`src/rtl/if_byte_fetch.sv`:
```
// Instruction fetch over a byte-wide, 1-cycle-latency memory port.
// Assembles four little-endian bytes into one instruction and holds it at the IF/ID boundary.
module if_byte_fetch #(
  parameter int unsigned          ADDR_W   = 32,
  parameter logic [ADDR_W-1:0]    RESET_PC = '0
) (
  input  logic              clk,
  input  logic              rst,
  input  logic              mem_busy_i,
  input  logic [7:0]        mem_din_i,
  output logic [ADDR_W-1:0] mem_a_o,
  output logic              mem_rd_en_o,
  input  logic              stall_i,
  input  logic              branch_flag_i,
  input  logic [ADDR_W-1:0] branch_target_i,
  output logic [ADDR_W-1:0] if_pc_o,
  output logic [31:0]       if_inst_o,
  output logic              if_valid_o
);

  localparam int unsigned    CNT_W  = 3;
  localparam logic [CNT_W-1:0] N_BYTES = 3'd4;
  localparam logic [CNT_W-1:0] LAST_B  = 3'd3;

  typedef enum logic {S_FETCH = 1'b0, S_HOLD = 1'b1} state_t;

  state_t            r_state, w_state_nxt;
  logic [ADDR_W-1:0] r_pc, w_pc_nxt;
  logic [CNT_W-1:0]  r_iss, w_iss_nxt;
  logic [CNT_W-1:0]  r_rcv, w_rcv_nxt;
  logic [23:0]       r_buf, w_buf_nxt;
  logic [ADDR_W-1:0] w_a_nxt, w_if_pc_nxt;
  logic [31:0]       w_inst_nxt;
  logic              w_rd_en_nxt, w_valid_nxt;
  logic              w_capture, w_complete, w_issue;

  // A byte is on mem_din_i whenever a read strobe was driven in the previous cycle
  assign w_capture  = (r_state == S_FETCH) && mem_rd_en_o;
  assign w_complete = w_capture && (r_rcv == LAST_B);
  assign w_issue    = (r_state == S_FETCH) && (r_iss < N_BYTES) && !mem_busy_i;

  // State register
  always_ff @(posedge clk or posedge rst) begin
    if (rst) r_state <= S_FETCH;
    else     r_state <= w_state_nxt;
  end

  // Next state; a redirect overrides everything
  always_comb begin
    w_state_nxt = r_state;
    if (branch_flag_i) begin
      w_state_nxt = S_FETCH;
    end else begin
      case (r_state)
        S_FETCH: if (w_complete) w_state_nxt = S_HOLD;
        S_HOLD:  if (!stall_i)   w_state_nxt = S_FETCH;
        default: w_state_nxt = S_FETCH;
      endcase
    end
  end

  // Next values of the datapath and registered outputs
  always_comb begin
    w_pc_nxt    = r_pc;
    w_iss_nxt   = r_iss;
    w_rcv_nxt   = r_rcv;
    w_buf_nxt   = r_buf;
    w_a_nxt     = mem_a_o;
    w_rd_en_nxt = 1'b0;
    w_if_pc_nxt = if_pc_o;
    w_inst_nxt  = if_inst_o;
    w_valid_nxt = if_valid_o;
    if (branch_flag_i) begin
      w_pc_nxt    = branch_target_i;
      w_iss_nxt   = '0;
      w_rcv_nxt   = '0;
      w_valid_nxt = 1'b0;
    end else begin
      case (r_state)
        S_FETCH: begin
          if (w_issue) begin
            w_rd_en_nxt = 1'b1;
            w_a_nxt     = r_pc + ADDR_W'(r_iss);
            w_iss_nxt   = r_iss + 3'd1;
          end
          if (w_capture) begin
            w_rcv_nxt = r_rcv + 3'd1;
            if (w_complete) begin
              w_inst_nxt  = {mem_din_i, r_buf};
              w_if_pc_nxt = r_pc;
              w_valid_nxt = 1'b1;
            end else begin
              w_buf_nxt[{r_rcv[1:0], 3'b000} +: 8] = mem_din_i;
            end
          end
        end
        S_HOLD: begin
          if (!stall_i) begin
            w_pc_nxt    = r_pc + ADDR_W'(4);
            w_iss_nxt   = '0;
            w_rcv_nxt   = '0;
            w_valid_nxt = 1'b0;
          end
        end
        default: ;
      endcase
    end
  end

  // Datapath and output registers
  always_ff @(posedge clk or posedge rst) begin
    if (rst) begin
      r_pc        <= RESET_PC;
      r_iss       <= '0;
      r_rcv       <= '0;
      r_buf       <= '0;
      mem_a_o     <= '0;
      mem_rd_en_o <= 1'b0;
      if_pc_o     <= RESET_PC;
      if_inst_o   <= '0;
      if_valid_o  <= 1'b0;
    end else begin
      r_pc        <= w_pc_nxt;
      r_iss       <= w_iss_nxt;
      r_rcv       <= w_rcv_nxt;
      r_buf       <= w_buf_nxt;
      mem_a_o     <= w_a_nxt;
      mem_rd_en_o <= w_rd_en_nxt;
      if_pc_o     <= w_if_pc_nxt;
      if_inst_o   <= w_inst_nxt;
      if_valid_o  <= w_valid_nxt;
    end
  end

endmodule

```
`config.mk`:
```
export PLATFORM = sky130hd
export DESIGN_NAME = if_byte_fetch
export DESIGN_NICKNAME = d
export VERILOG_FILES = /design/src/rtl/if_byte_fetch.sv
export SDC_FILE = /design/constraint.sdc
export NUM_CORES = 1
export LEC_CHECK = 0
export ABC_AREA = 0
export BUFFER_PORTS_ARGS = -buffer_cell sky130_fd_sc_hd__buf_2
export CORE_MARGIN = 2
export CORE_UTILIZATION = 60
export DETAILED_ROUTE_END_ITERATION = 16
export PLACE_DENSITY = 0.93
export SLEW_MARGIN = 20
export SYNTH_ARGS = -nofsm -noshare
export SYNTH_HDL_FRONTEND = slang
export SYNTH_SLANG_ARGS = --single-unit
```
`constraint.sdc`:
```
create_clock -name clk -period 8.2 [get_ports clk]
set_clock_uncertainty 0.2 [all_clocks]
set_input_delay 0.41 -clock clk [delete_from_list [all_inputs] [get_ports clk]]
set_output_delay 0.41 -clock clk [all_outputs]
set_load 0.005 [all_outputs]
```
Word-level counts from Yosys, hierarchy flattened
Cells that the tools add are included.
{"block": "totals", "regBits": 161, "latchBits": 0, "ramBits": 0, "mem_bits_ro": 0, "input_bits": 45, "out_inout_bits": 98, "elab_cells": 63, "memories": 0}
{"block": "classes", "add_sub_neg": 5, "n_mul": 0, "div_mod_pow": 0, "order_cmp": 1, "n_eq_ne": 6, "shift": 2, "n_mux": 23, "bitwise": 3, "reduce_logical": 13}
{"op": "2-to-1 mux 32 bit", "count": 3}
{"op": "adder 32 x 3 -> 32 bit", "count": 1}
{"op": "adder 32 x 3 -> 32 bit (second input constant)", "count": 1}
{"op": "bitwise mux 24 bit", "count": 1}
{"op": "variable shift 8 x 7 -> 24 bit (first input constant)", "count": 1}
{"op": "indexed part select 8 x 7 -> 24 bit", "count": 1}
{"op": "2-to-1 mux 3 bit", "count": 5}
{"op": "!= test 3 bit (second input constant)", "count": 4}
{"op": "one-hot mux 3 bit (2 select lines)", "count": 2}
{"op": "2-to-1 mux 1 bit", "count": 10}
{"op": "AND reduction 4 bit", "count": 2}
{"op": "negator 5 -> 7 bit", "count": 1}
{"op": "adder 3 x 1 -> 3 bit (second input constant)", "count": 2}
{"op": "AND reduction 2 bit", "count": 3}
{"op": "AND reduction 3 bit", "count": 2}
{"op": "logical AND 1 bit", "count": 4}
{"op": "one-hot mux 1 bit (2 select lines)", "count": 2}
{"op": "equality test 3 x 2 -> 1 bit (second input constant)", "count": 1}
{"op": "< comparator 3 bit (second input constant)", "count": 1}
{"op": "inverter 1 bit", "count": 3}
{"op": "!= test 2 x 1 -> 1 bit (second input constant)", "count": 1}
{"op": "nonzero test 2 bit", "count": 1}
{"op": "logical NOT 1 bit", "count": 1}

Logic depth before layout (Yosys ltp)
{"block": "depth", "ltp_word": 7, "ltp_mapped": 7, "ltp_nobuf": 7}

Worst setup path before layout
OpenSTA, ideal clock, no wires.
{"block": "synth_timing", "path_kind": "reg-to-reg", "startpoint": "register r_iss[0]", "endpoint": "register mem_a_o[8]", "setup_time_ps": 137, "arrival_ps": 1817, "t_required_ps": 7863, "path_slack_ps": 6046, "stages_incl_launch_ff": 8, "n_path_buf": 0, "synth_period_minus_slack_ps": 2154, "cell_sequence": "dfrtp_1 > ha_1 > fa_1 > a21oi_1 > nor2_1 > and3_1 > xnor2_1 > a21oi_1"}
{"block": "synth_between", "elab_chain_len": 4, "elab_cells_between_ends": 5, "cone_classes": "1 x add/sub; 1 x order compare; 3 x reduce/logical"}
{"element": "start, declared", "line_no": "29", "text": "logic [CNT_W-1:0] r_iss, w_iss_nxt;"}
{"element": "start signal, assigned", "line_no": "124", "text": "r_iss <= w_iss_nxt;"}
{"element": "branches (longest 4 deep; another with adder 32 x 3 -> 32 bit)"}
{"element": "end signal, assigned", "line_no": "127", "text": "mem_a_o <= w_a_nxt;"}
{"element": "end, declared", "line_no": "11", "text": "output logic [ADDR_W-1:0] mem_a_o,"}
Parallel ways; which one is timed is not known.
A chain may end at the register's enable or synchronous reset.

Final worst setup path
{"block": "layout_timing", "startpoint": "register r_rcv[0]", "endpoint": "register if_pc_o[25]"}
{"block": "layout_between", "elab_chain_len": 3}
{"element": "start, declared", "line_no": "30", "text": "logic [CNT_W-1:0] r_rcv, w_rcv_nxt;"}
{"element": "start signal, assigned", "line_no": "125", "text": "r_rcv <= w_rcv_nxt;"}
{"element": "equality test 3 x 2 -> 1 bit", "line_no": "39", "text": "assign w_complete = w_capture && (r_rcv == LAST_B);"}
{"element": "logical AND 1 bit", "line_no": "39"}
{"element": "AND reduction 4 bit (no line)"}
{"element": "end signal, assigned", "line_no": "129", "text": "if_pc_o <= w_if_pc_nxt;"}
{"element": "end, declared", "line_no": "16", "text": "output logic [ADDR_W-1:0] if_pc_o,"}
Every way passes these cells.

==> results.yml <==
status:
  outcome: "complete, but fails checks"
  violations: "negative hold slack"
min_path:
  min_path_type: "input pin to asynchronous set/reset pin"
drt:
  routedWlPerCell_um: 18.2
  route.met2.wl_mm: 9.14
  route.met3.wl_mm: 1.26
  viasPerCell: 5.82
  vias: 5805
  drt_first_pass_iters: 5
  dr.max_layer_used: "met4"
  totalWireLength_mm: 18.2
  antenna_left: 0
  wl_met1_mm: 7.27
  drc: 0
  drt_first_iter_violations: 455
critical_path:
  critPathKind: "flip-flop to flip-flop"
  crit_required_ns: 8.31
  crit_path_end_kind: "flip-flop"
  cp_max_fo: 33
  crit_arrival_ns: 3.06
  start_kind: "flip-flop"
power:
  swShare_pct: 25.1
  irDropWorstVdd_mv: 0.147
  finalPower_uw: 1860
  power_density_nw_per_um2: 209
  cellLeakagePower_uw: 0.00420
  p_int_uw: 1390
  clkPwrFrac_pct: 40.5
  comb_power_share_pct: 10.4
  power_frac_seq_pct: 49.2
  p_sw_uw: 468
layout:
  multi_input_area_um2: 3230
  diodes: 0
  fin_cells: 998
  fillers: 802
  drive_gt1_share_pct: 31.3
  area_delta_synth_final_pct: 18.1
  fin_nets: 878
  register_area_um2: 4030
clock_tree:
  cts_inserted_buffers: 17
  clock_latency_ns: 0.43
  clock_path_buffers: 2
  cts.sinks: 161
  cts.root.buffer_cell: "clkbuf_16"
  postCtsHoldBufs: 12
  ctsResizeCount: 0
  path_clk_slew_ns: 0.06
  cts_max_level: 4
  post-cts-setup-buffers: 0
  cts_tree: "yes"
grt:
  grt_pass1_wl_mm: 28.7
  grt_usage_pct: 28.4
  antenna_found_initial: 0
  grt_overflow: 0
  grt_max_degree: 100
  grt_pass1_vias: 5622
sta:
  rsz0062_at_grt: "false"
  fmax_mhz: 338
  final.period_utilization_pct: 36.1
  worstMarginPinSlew_ns: 1.04
  fin_tns_setup_ns: 0
  maxSlewHeadroom_pct: 30.6
  slew_viol_final: 0
  setup_viol: 0
  min_period_ns: 2.96
  finalHoldViolations: 57
  hold_ws_ns: -0.0332
logic_synthesis:
  synth_seq_area_share_pct: 53.4
  avgSynthCellArea_um2: 11.0
  ys_types: 51
  netlist_area_um2: 7540
  ys_warn_count: 0
  synth_nets: 744
  ys_ff_latch: 161
  syn_inst: 687
floorplan:
  start_util_pct: 62.0
  core_area_um2: 12200
  die_h_um: 116
  io_pins: 143
  die-area_um2: 13500
  rows: 40
  fp.dieW_um: 116
place:
  hpwl_mm: 12.3
  dpl.cell_count: 958
  port_buffers: 142
  place_congestion: 0.839
flow_run:
  max_cap_violations: 0
layout by cell type (no fill, tap or decap), drive strengths merged:
cell and instances:
a2111oi 1, a211oi 2, a21o 2, a21oi 38, a22oi 2, a31oi 2, and3 9, and4 3
buf 146, bufinv 2, clkbuf 21, clkinv 4, clkinvlp 1, dfrtp 161, dlygate4sd3 12, fa 1
ha 11, inv 7, mux2 69, mux2i 2, nand2 100, nand2b 3, nand3 16, nand3b 1
nand4 23, nor2 54, nor2b 2, nor3 9, nor3b 3, nor4 5, o21ai 55, o31ai 1
or2 3, or3 1, xnor2 29, xor2 29
area by class of cell:
type / count / area share, %
inverter: 7 / 0.351
sequential: 161 / 45.2
tap: 168 / 2.36
clock buffer: 21 / 5.17
multi-input combinational: 476 / 36.3
clock inverter: 7 / 0.983
timing repair buffer: 158 / 9.66
critical path, stage by stage (launching register included):
cell	delay (ns)
dfrtp_1	0.46
ha_1	0.19
ha_1	0.15
nand2_1	0.12
nor2_4	0.74
buf_4	0.53
mux2_2	0.40
power groups by stage:
stage	combinational (µW)	sequential, µW	clock [µW]
6_report	193	915	753
4_1_cts	195	913	759
3_3_place_gp	180	922	0
2_1_floorplan	135	900	0
3_5_place_dp	188	926	0
5_1_grt	218	921	792
through the flow:
stage	area, µm²	worst slack [ns]	util, %	hold WS, ns
2_1_floorplan	7540	3.24	-	0.244
3_3_place_gp	8240	5.30	67.8	0.259
3_5_place_dp	8240	5.20	67.8	0.272
4_1_cts	8910	5.25	73.3	0.00203
5_1_grt	8910	5.08	73.3	0.0113
6_report	8910	5.24	73.3	-0.0332
path summary, 6_finish.rpt:
check / startpoint / endpoint / slack [ns] / cells after the start
max in group asynchronous: rst / if_pc_o[9] / 6.53 / 3
max: r_rcv[0] / if_pc_o[25] / 5.24 / 6
min: rst / if_inst_o[1] / -0.03 / 2
min in group clk: branch_target_i[22] / r_pc[22] / 0.01 / 3
max reg2reg: r_rcv[0] / if_pc_o[25] / 5.24 / 6
min reg2reg: if_inst_o[20] / if_inst_o[20] / 0.28 / 1
logic make-up (layout without fill, tap and decap cells):
family	Yosys count	count (layout)	share of synthesized area (%)
mux	71	71	10.6
compound gates	103	103	7.76
simple gates	232	232	15.5
fa+ha+maj	12	12	2.09
buf+inv	50	193	3.95
xor+xnor	58	58	6.73
flops	161	161	53.4
sequential cells by signal, summed over array words and instances, names as in the netlist:
name,cells
if_inst_o,32
if_pc_o,32
mem_a_o,32
r_pc,32
r_buf,24
r_iss,3
r_rcv,3
if_valid_o,1
mem_rd_en_o,1
r_state,1
cells in the mapped netlist (all sizes together):
cell type  count  area [µm²]
dfrtp        161        4030
nand2        100         375
mux2          69         777
o21ai         55         275
nor2          54         205
a21oi         38         213
xnor2         29         254
xor2          29         254
nand4         23         180
clkbuf        22         134
buf           21         138
nand3         16        90.1
ha            11         138
and3           9        57.6
nor3           9        71.3
inv            7        26.3
nor4           5        71.3
and4           3        28.8
nand2b         3        18.8
nor3b          3        22.5
or2            3        18.8
a211oi         2        20.0
a21o           2        15.0
a22oi          2        15.0
a31oi          2        12.5
mux2i          2        20.0
nor2b          2        12.5
a2111oi        1        27.5
fa             1        20.0
nand3b         1        11.3
o31ai          1        7.51
or3            1        6.26
layer usage:
metal | global-route usage, % | vias to the layer above
met5 | 0 | -
met4 | 11.9 | 0
met3 | 7.16 | 51
met2 | 47.3 | 302
met1 | 35.7 | 2838
li1 | - | 2614
No activity file was read; power rests on OpenSTA's default activity.
